### src/rtl/spi_mem_pkg.sv
// spi_mem_pkg: FSM states and R/W encodings shared by the SPI burst memory
package spi_mem_pkg;
   typedef enum logic [2:0] {IDLE, HEADER, WR_DATA, RD_LOAD, RD_DATA} spi_state_e;
   localparam logic SPI_READ = 1'b1;
   localparam logic SPI_WRITE = 1'b0;
endpackage

### src/rtl/spi_burst_memory_if.sv
// spi_burst_memory_if: raw SPI pins plus MISO output-enable
interface spi_burst_memory_if;
   logic sclk_pin, cs_pin, mosi_pin, miso_pin, miso_en;
   modport master(output sclk_pin, cs_pin, mosi_pin, input miso_pin, miso_en);
   modport slave(input sclk_pin, cs_pin, mosi_pin, output miso_pin, miso_en);
endinterface

### src/rtl/spi_pin_sync.sv
// spi_pin_sync: multi-flop pin synchroniser with rise/fall pulses
module spi_pin_sync #(
   parameter int STAGES = 2,
   parameter logic RST_VAL = 1'b0
) (
   input  logic clk,
   input  logic rst_n,
   input  logic d,
   output logic q,
   output logic rise,
   output logic fall
);
   logic [STAGES-1:0] sync;
   logic prev;
   always_ff @(posedge clk or negedge rst_n)
      if (!rst_n) begin
         sync <= {STAGES{RST_VAL}};
         prev <= RST_VAL;
      end else begin
         sync <= {sync[STAGES-2:0], d};
         prev <= sync[STAGES-1];
      end
   assign q = sync[STAGES-1];
   assign rise = q & ~prev;
   assign fall = ~q & prev;
endmodule

### src/rtl/spi_burst_memory.sv
// spi_burst_memory: SPI-slave register-array memory with auto-incrementing bursts
module spi_burst_memory
   import spi_mem_pkg::*;
#(
   parameter int ADDR_W = 7,
   parameter int DATA_W = 8,
   parameter int DEPTH = 2**ADDR_W,
   parameter int SYNC_STAGES = 2
) (
   input  logic clk,
   input  logic rst_n,
   spi_burst_memory_if.slave spi,
   output logic [3:0] leds,
   output logic busy
);
   localparam int CNT_W = $clog2((ADDR_W + 1 > DATA_W) ? ADDR_W + 1 : DATA_W) + 1;
   logic sclk_q, sclk_rise, sclk_fall, cs_q, cs_rise, cs_fall, mosi_q, mosi_rise, mosi_fall;
   logic unused_ok;
   spi_state_e state;
   logic [CNT_W-1:0] cnt;
   logic [ADDR_W-1:0] addr, addr_inc, hdr;
   logic [DATA_W-1:0] shift_in, shift_out, nxt;
   logic wr_pend, last;
   logic [DATA_W-1:0] mem [DEPTH];
   spi_pin_sync #(.STAGES(SYNC_STAGES), .RST_VAL(1'b0)) u_sclk (
      .clk(clk), .rst_n(rst_n), .d(spi.sclk_pin), .q(sclk_q), .rise(sclk_rise), .fall(sclk_fall));
   spi_pin_sync #(.STAGES(SYNC_STAGES), .RST_VAL(1'b1)) u_cs (
      .clk(clk), .rst_n(rst_n), .d(spi.cs_pin), .q(cs_q), .rise(cs_rise), .fall(cs_fall));
   spi_pin_sync #(.STAGES(SYNC_STAGES), .RST_VAL(1'b0)) u_mosi (
      .clk(clk), .rst_n(rst_n), .d(spi.mosi_pin), .q(mosi_q), .rise(mosi_rise), .fall(mosi_fall));
   assign unused_ok = ^{sclk_q, cs_rise, mosi_rise, mosi_fall};
   assign addr_inc = (32'(addr) == DEPTH - 1) ? '0 : addr + 1'b1;
   assign last = cnt == CNT_W'(DATA_W - 1);
   assign busy = state != IDLE;
   always_ff @(posedge clk)
      if (wr_pend) mem[addr] <= shift_in;
   // cs high is checked first so a coincident sclk edge never advances the frame
   always_ff @(posedge clk or negedge rst_n)
      if (!rst_n) begin
         state <= IDLE;
         cnt <= '0;
         addr <= '0;
         hdr <= '0;
         shift_in <= '0;
         shift_out <= '0;
         nxt <= '0;
         wr_pend <= 1'b0;
         leds <= '0;
         spi.miso_pin <= 1'b0;
         spi.miso_en <= 1'b0;
      end else begin
         wr_pend <= 1'b0;
         if (wr_pend) begin
            leds <= shift_in[3:0];
            addr <= addr_inc;
         end
         if (cs_q) begin
            state <= IDLE;
            cnt <= '0;
            spi.miso_pin <= 1'b0;
            spi.miso_en <= 1'b0;
         end else begin
            case (state)
               IDLE: if (cs_fall) begin
                  state <= HEADER;
                  cnt <= '0;
               end
               HEADER: if (sclk_rise) begin
                  hdr <= {hdr[ADDR_W-2:0], mosi_q};
                  cnt <= cnt + 1'b1;
                  if (cnt == CNT_W'(ADDR_W)) begin
                     addr <= ADDR_W'(32'(hdr) % DEPTH);
                     state <= (mosi_q == SPI_READ) ? RD_LOAD : WR_DATA;
                     cnt <= '0;
                  end
               end
               WR_DATA: if (sclk_rise) begin
                  shift_in <= {shift_in[DATA_W-2:0], mosi_q};
                  cnt <= last ? '0 : cnt + 1'b1;
                  wr_pend <= last;
               end
               RD_LOAD: begin
                  shift_out <= mem[addr];
                  spi.miso_en <= 1'b1;
                  state <= RD_DATA;
               end
               RD_DATA: if (sclk_fall) begin
                  spi.miso_pin <= shift_out[DATA_W-1];
                  shift_out <= last ? nxt : shift_out << 1;
                  cnt <= last ? '0 : cnt + 1'b1;
                  // presenting the MSB advances the address and prefetches the following word
                  if (cnt == '0) begin
                     addr <= addr_inc;
                     nxt <= mem[addr_inc];
                  end
               end
               default: state <= IDLE;
            endcase
         end
      end
endmodule
### src/flat_wrapper.sv
// flat-port wrapper written by rule: the top's interface ports become plain ports
module spi_burst_memory_flat import spi_mem_pkg::*;
#(
   parameter int ADDR_W = 7,
   parameter int DATA_W = 8,
   parameter int DEPTH = 2**ADDR_W,
   parameter int SYNC_STAGES = 2
)
  (clk, rst_n, leds, busy, spi_sclk_pin, spi_cs_pin, spi_mosi_pin, spi_miso_pin, spi_miso_en);
  spi_burst_memory_if spi_i ();
  input  logic clk;
  input  logic rst_n;
  output logic [3:0] leds;
  output logic busy;
  input wire logic [$bits(spi_i.sclk_pin)-1:0] spi_sclk_pin;
  input wire logic [$bits(spi_i.cs_pin)-1:0] spi_cs_pin;
  input wire logic [$bits(spi_i.mosi_pin)-1:0] spi_mosi_pin;
  output wire logic [$bits(spi_i.miso_pin)-1:0] spi_miso_pin;
  output wire logic [$bits(spi_i.miso_en)-1:0] spi_miso_en;
  assign spi_i.sclk_pin = spi_sclk_pin;
  assign spi_i.cs_pin = spi_cs_pin;
  assign spi_i.mosi_pin = spi_mosi_pin;
  assign spi_miso_pin = spi_i.miso_pin;
  assign spi_miso_en = spi_i.miso_en;
  spi_burst_memory #(.ADDR_W(ADDR_W), .DATA_W(DATA_W), .DEPTH(DEPTH), .SYNC_STAGES(SYNC_STAGES)) u_core (.clk(clk), .rst_n(rst_n), .spi(spi_i), .leds(leds), .busy(busy));
endmodule
### config.mk
export PLATFORM = sky130hd
export DESIGN_NAME = spi_burst_memory_flat
export DESIGN_NICKNAME = d
export VERILOG_FILES = /design/src/rtl/spi_mem_pkg.sv /design/src/rtl/spi_burst_memory_if.sv /design/src/rtl/spi_pin_sync.sv /design/src/rtl/spi_burst_memory.sv /design/src/flat_wrapper.sv
export SDC_FILE = /design/constraint.sdc
export NUM_CORES = 2
export LEC_CHECK = 0
export CAP_MARGIN = 0
export CORE_ASPECT_RATIO = 1.4
export CORE_MARGIN = 4
export CORE_UTILIZATION = 40
export CTS_BUF_LIST = sky130_fd_sc_hd__clkbuf_4 sky130_fd_sc_hd__clkbuf_8 sky130_fd_sc_hd__clkbuf_16
export DETAILED_ROUTE_END_ITERATION = 12
export HOLD_SLACK_MARGIN = 0.02
export SYNTH_ARGS = -nofsm -noshare
export SYNTH_HDL_FRONTEND = slang
export SYNTH_SLANG_ARGS = --single-unit
### constraint.sdc
create_clock -name clk -period 7.8 [get_ports clk]
set_input_delay 1.17 -clock clk [delete_from_list [all_inputs] [get_ports clk]]
set_output_delay 1.17 -clock clk [all_outputs]
set_load 0.05 [all_outputs]
# == After elaboration in Yosys (flattened, before gate mapping) ==
# Memory sizes are Yosys's and may differ from the RTL's. A register that Yosys moved wholly into a read port is not among the register bits.
# Index checks and enable logic that the tools add are counted.
# totals
ff_bits,52
ram_bits,1024
inputBits,5
out_inout_bits,7
wordCells,88
n_memories,1
# op_classes
add_sub_neg,2
eq_ne,13
mux,33
n_bitwise,6
reduce_logical,18
# memory_table
memory,depth,width,rd,rd_ports_with_merged_regs,wr,line_no,rtl
u_core.mem,128,8,2,1,1,spi_burst_memory.sv:24,logic [DATA_W-1:0] mem [DEPTH];
# ops
cell,n
$mux 7,7
$mux 4,5
$mux 8,2
$pmux 8 s2,1
$pmux 7 s2,1
$mux 3,4
$ne 3x2->1 const B,4
$pmux 3 s4,1
$pmux 4 s3,1
$reduce_and 4->1,3
$mux 1,11
$reduce_and 3->1,3
$reduce_bool 2->1,4
$add 7x1->7 const B,1
$eq 7x7->1 const B,1
$eq 3x2->1 const B,2
$add 4x1->4 const B,1
$eq 4x3->1 const B,1
$logic_not 4->1,1
$ne 2x1->1 const B,2
$reduce_bool 4->1,1
$reduce_or 2->1,2
$and 1x1->1,3
$eq 3x1->1 const B,1
other kinds (7),9

# == Depth between registers and ports, before layout ==
# depth
ltp_word,7
ltp_mapped,14
mapped_depth_nobuf,9

# == Hierarchy ==
# From an unflattened synthesis, not the netlist that was laid out.
# hier_totals
cells_unflattened,3919
hier_area_um2,49542.5
# modules_own_cells
module,instances,cells_each,area_each_um2
spi_burst_memory,1,3904,49268.5
spi_pin_sync (u_core.u_mosi ...),2,5,90.1
spi_pin_sync (u_core.u_cs),1,5,93.8

# == Worst setup path after synthesis ==
# No wires, ideal clock.
# synth_path
kind,reg-to-reg
from,register u_core.addr[2]
to,"memory u_core.mem[107][0], enable pin"
t_arrival_ns,2.260
required_ns,7.429
setup_slack_ns,5.169
path_stages_with_launch,10
path_buffers,6
path_cell_list,dfrtp_1 buf_6 and3b_1 buf_2 buf_4 buf_2 buf_1 nand2_1 clkbuf_1 nor2_1
# synth_lines
item,line_no,rtl
"start, declared",spi_burst_memory.sv:21,"logic [ADDR_W-1:0] addr, addr_inc, hdr;"
"start signal, assigned",spi_burst_memory.sv:55,addr <= addr_inc;
"start signal, assigned",spi_burst_memory.sv:72,addr <= ADDR_W'(32'(hdr) % DEPTH);
"start signal, assigned",spi_burst_memory.sv:93,addr <= addr_inc;
"end, declared",spi_burst_memory.sv:24,
# No word-level cell before the write port.

# == Final worst setup path ==
# layout_path
from,register u_core.addr[1]
to,"register u_core.nxt[1], read port of u_core.mem"
# layout_via
elab_chain_cells,2
# layout_lines
item,line_no,rtl
$add 7x1->7 / $eq 7x7->1 (equally long branches),spi_burst_memory.sv:32,assign addr_inc = (32'(addr) == DEPTH - 1) ? '0 : addr + 1'b1;
$mux 7 *,spi_burst_memory.sv:32,
"end, declared",spi_burst_memory.sv:22,"logic [DATA_W-1:0] shift_in, shift_out, nxt;"
# Every way passes the cells marked *; elsewhere a longest branch is shown, timed or not.
# A chain may end at the register's enable or synchronous reset.

==> key figures <==
Synthesis
  • Distinct cells, synth: 92
  • Ys async rst share: 0.0554
  • Ys flop type: edfxtp_1
  • Share of the synthesized area in the top cell type: 0.606
  • Avg Synthesized Cell Area: 12.3 µm²
  • Mapped Nets: 4120
  • Most instantiated cells after synthesis: edfxtp_1, nand2_1, a22oi_1, a21oi_1, nor2_1
  • Largest cells by area after synthesis: edfxtp_1, nand2_1, a22oi_1
  • Synth Warn #: 0
  • Most common cell in the netlist: edfxtp_1
  • #FFs+latches synth: 1084
  • Syn Inst Count: 4112
  • Sequential area share after synthesis: 0.636
  • Area of the mapped netlist: 50700 µm²
  • Post-synth EDFFs: 1024
  • Synth area leader: edfxtp_1

Final layout
  • Layout cells sized above 1: 0.117
  • Fillers: 11400
  • Synthesis-to-layout area growth: 10.8%
  • Nets: 4021
  • Post-route cell area: 56200 µm²

Global routing
  • Initial antenna violation count: 17
  • Vias in the first global route: 38700
  • GRT Residual Overflow: 0
  • Largest net degree at the start of global routing: 137
  • All-Layer GR Usage: 0.325
  • Global-route wire length before repair: 304000 µm

Critical path
  • R2r setup slk: 1900 ps
  • CP Class: flop to flop
  • Worst R2R Path Depth: 8
  • Critical Path RT: 8410 ps
  • CP max stage cell: nor4_1
  • RR Startpoint: u_core.addr[1]$_DFF_PN0_
  • Worst path max stage delay: 1400 ps
  • Crit end category: flop
  • CP cell instances: buf_12, and3_4, xnor2_2, nand3_1, nor4_1, nor4_1, a22oi_1, nand3_1
  • WP data arrival: 6510 ps
  • CP Launch Type: flop
  • R2r endpoint: u_core.nxt[1]$_DFFE_PN0P_
  • CP max FO: 65

STA
  • Post-Route Setup TNS: 0 ps
  • Max-slew violation count: 0
  • Final setup vio count: 0
  • Max Freq: 170 MHz
  • Clk_skew: 47.5 ps
  • Tcrit/Tclk final: 0.756
  • Minimum clock period: 5900 ps
  • Worst-Margin Slew: 1480 ps
  • Final setup margin: 1900 ps
  • Slew headroom: 0.00185
  • Final hold violations: 0
  • RSZ-0062 raised after global routing: no

Routing
  • DR iter-0 viols: 7642
  • Met1 Wirelength: 71800 µm
  • Highest metal used: met5
  • Met3 WL: 28100 µm
  • WL per Instance: 38.7 µm
  • WL final: 223000 µm
  • Routed vias: 40900
  • Post-DRT Antenna Nets: 0
  • DRC viols: 0
  • WL met2: 99100 µm
  • Pre-antenna DRT Iters: 9
  • Vias per std cell: 7.11

Floorplanning
  • Initial Util: 0.403
  • Std-Cell Rows: 154
  • Overall die width: 309 µm
  • Die area: 133000 µm²
  • Io pins: 12
  • Die height: 429 µm
  • Core area: 126000 µm²

Clock tree
  • H-tree lvl count: 3
  • CTS Buffer Depth: 3
  • Clock latency on the worst-skew pair: 750 ps
  • CTS Buf Count: 103
  • Post-CTS sizing: 0
  • Clk sinks: 1084
  • Clk slew on worst S/H paths: 70 ps
  • Post-CTS setup buffer count: 0
  • Root buffer cell: clkbuf_16
  • CTS tree: yes
  • Cts hold-fix bufs: 0

Placement
  • Pre-CTS setup slack: 2430 ps
  • Placement Cell Area: 52600 µm²
  • RD Place Congestion: 1.01
  • IO buf count: 11
  • Detailed placement HPWL: 138000 µm

Run status
  • Status: finished, violations left
  • Failing checks: max-capacitance violations

Power
  • Maximum vdd drop: 166 µV
  • Pwr per Cell Area: 209 nW/µm²
  • Leakage: 16.6 nW

Worst hold path
  • Hold Path End: u_core.u_sclk.sync[1]$_DFF_PN0_
  • Hold/Removal Path Class: flop to flop
  • Worst hold path stage count: 0
  • Hold_sp: u_core.u_sclk.sync[0]$_DFF_PN0_

Flow run
  • Max-cap violations: 2
cell type report:
cell class | instances | area (µm²) | area share
Antenna cell | 11 | 27.5 | 0.000489
Clock buffer | 118 | 2730 | 0.0485
Clock inverter | 75 | 865 | 0.0154
Inverter | 11 | 42.5 | 0.000756
Multi-Input combinational cell | 2675 | 17000 | 0.302
Sequential cell | 1084 | 32300 | 0.574
Tap cell | 1638 | 2050 | 0.0364
Timing Repair Buffer | 138 | 1250 | 0.0223
layout by cell type (no fill, tap or decap), types with 9 or more instances in the layout:
master / n
o221ai_1: 12
a22oi_1: 275
o2111ai_1: 9
a221o_1: 9
mux2_2: 81
a21oi_1: 217
a32oi_1: 24
o21ai_0: 69
nor2_1: 207
diode_2: 11
clkdlybuf4s50_1: 10
nor3_1: 33
a31oi_1: 74
nand2_1: 685
clkbuf_16: 105
a211oi_1: 28
clkinvlp_4: 18
or3_1: 9
buf_12: 15
clkinv_2: 16
nand3_1: 159
dfrtp_4: 11
nand4_1: 47
mux2i_1: 179
o211ai_1: 20
a22o_1: 36
a221oi_1: 115
clkbuf_4: 14
mux4_2: 21
o22ai_1: 76
and2_1: 10
nor4_1: 62
buf_4: 110
nor2b_1: 14
o311ai_0: 10
edfxtp_1: 1024
a41oi_1: 43
clkinv_1: 20
dfrtp_1: 44
bufinv_16: 17
state kept, by name, summed over array words and instances, names as in the netlist:
register / cells
u_core.mem: 1024
u_core.nxt: 8
u_core.shift_in: 8
u_core.shift_out: 8
u_core.addr: 7
u_core.hdr: 7
u_core.cnt: 4
u_core.leds: 4
u_core.state: 3
u_core.u_cs.sync: 2
u_core.u_mosi.sync: 2
u_core.u_sclk.sync: 2
u_core.spi.miso_en: 1
u_core.spi.miso_pin: 1
u_core.u_cs.prev: 1
u_core.u_sclk.prev: 1
u_core.wr_pend: 1
worst max path at each step:
stage,slack (ps),startpoint,depth (start not counted),endpoint
after floorplan,5170,u_core.addr[2]$_DFF_PN0_,9,u_core.mem[107][0]$_DFFE_PP_
after global placement,2410,u_core.addr[1]$_DFF_PN0_,8,u_core.nxt[1]$_DFFE_PN0P_
after detailed placement,2430,u_core.addr[1]$_DFF_PN0_,8,u_core.nxt[1]$_DFFE_PN0P_
after CTS,2390,u_core.addr[1]$_DFF_PN0_,8,u_core.nxt[1]$_DFFE_PN0P_
after global routing,2200,u_core.addr[1]$_DFF_PN0_,8,u_core.nxt[1]$_DFFE_PN0P_
final,1900,u_core.addr[1]$_DFF_PN0_,8,u_core.nxt[1]$_DFFE_PN0P_
critical path, delay by kind of cell (launching register included):
| family | cells | cell delay (ps) |
|---|---|---|
| xor+xnor | 1 | 360 |
| simple gates | 5 | 3790 |
| buf+inv | 1 | 490 |
| flops | 1 | 720 |
| compound gates | 1 | 300 |
metal layers:
layer,global-route usage,vias to the layer above
li1,-,16000
met1,0.379,20200
met2,0.498,3728
met3,0.0835,1050
met4,0.280,8
met5,0,-
per-stage QoR:
step           utilization  cells  power [mW]  hold slack [ps]
2_1_floorplan            -   4112        6.42              331
3_3_place_gp         0.417   5544        6.44              345
3_5_place_dp         0.417   5544        6.44              336
4_1_cts              0.446   5737        11.7              362
5_1_grt              0.446   5739        12.0              367
6_report             0.446   5750        11.7              358
where the power goes:
| group | switching, mW | internal (mW) |
|---|---|---|
| clock | 2.35 | 3.08 |
| combinational | 0.0206 | 0.0113 |
| sequential | 0.00700 | 6.28 |
| total | 2.38 | 9.37 |
kinds of logic (layout without fill, tap and decap cells):
kind of cell,count (synthesis),after routing,share of synthesized area
and+or+nand+nor,1289,1289,0.111
AOI/OAI and AO/OA,1087,1087,0.152
DFF,1084,1084,0.636
buffers and inverters,353,342,0.0344
muxes,283,283,0.0631
xor gates and xnor gates,13,13,0.00306
adders and majority gates,3,3,0.000740
other,0,11,0
Note: power is estimated with default switching activity, not from simulation.
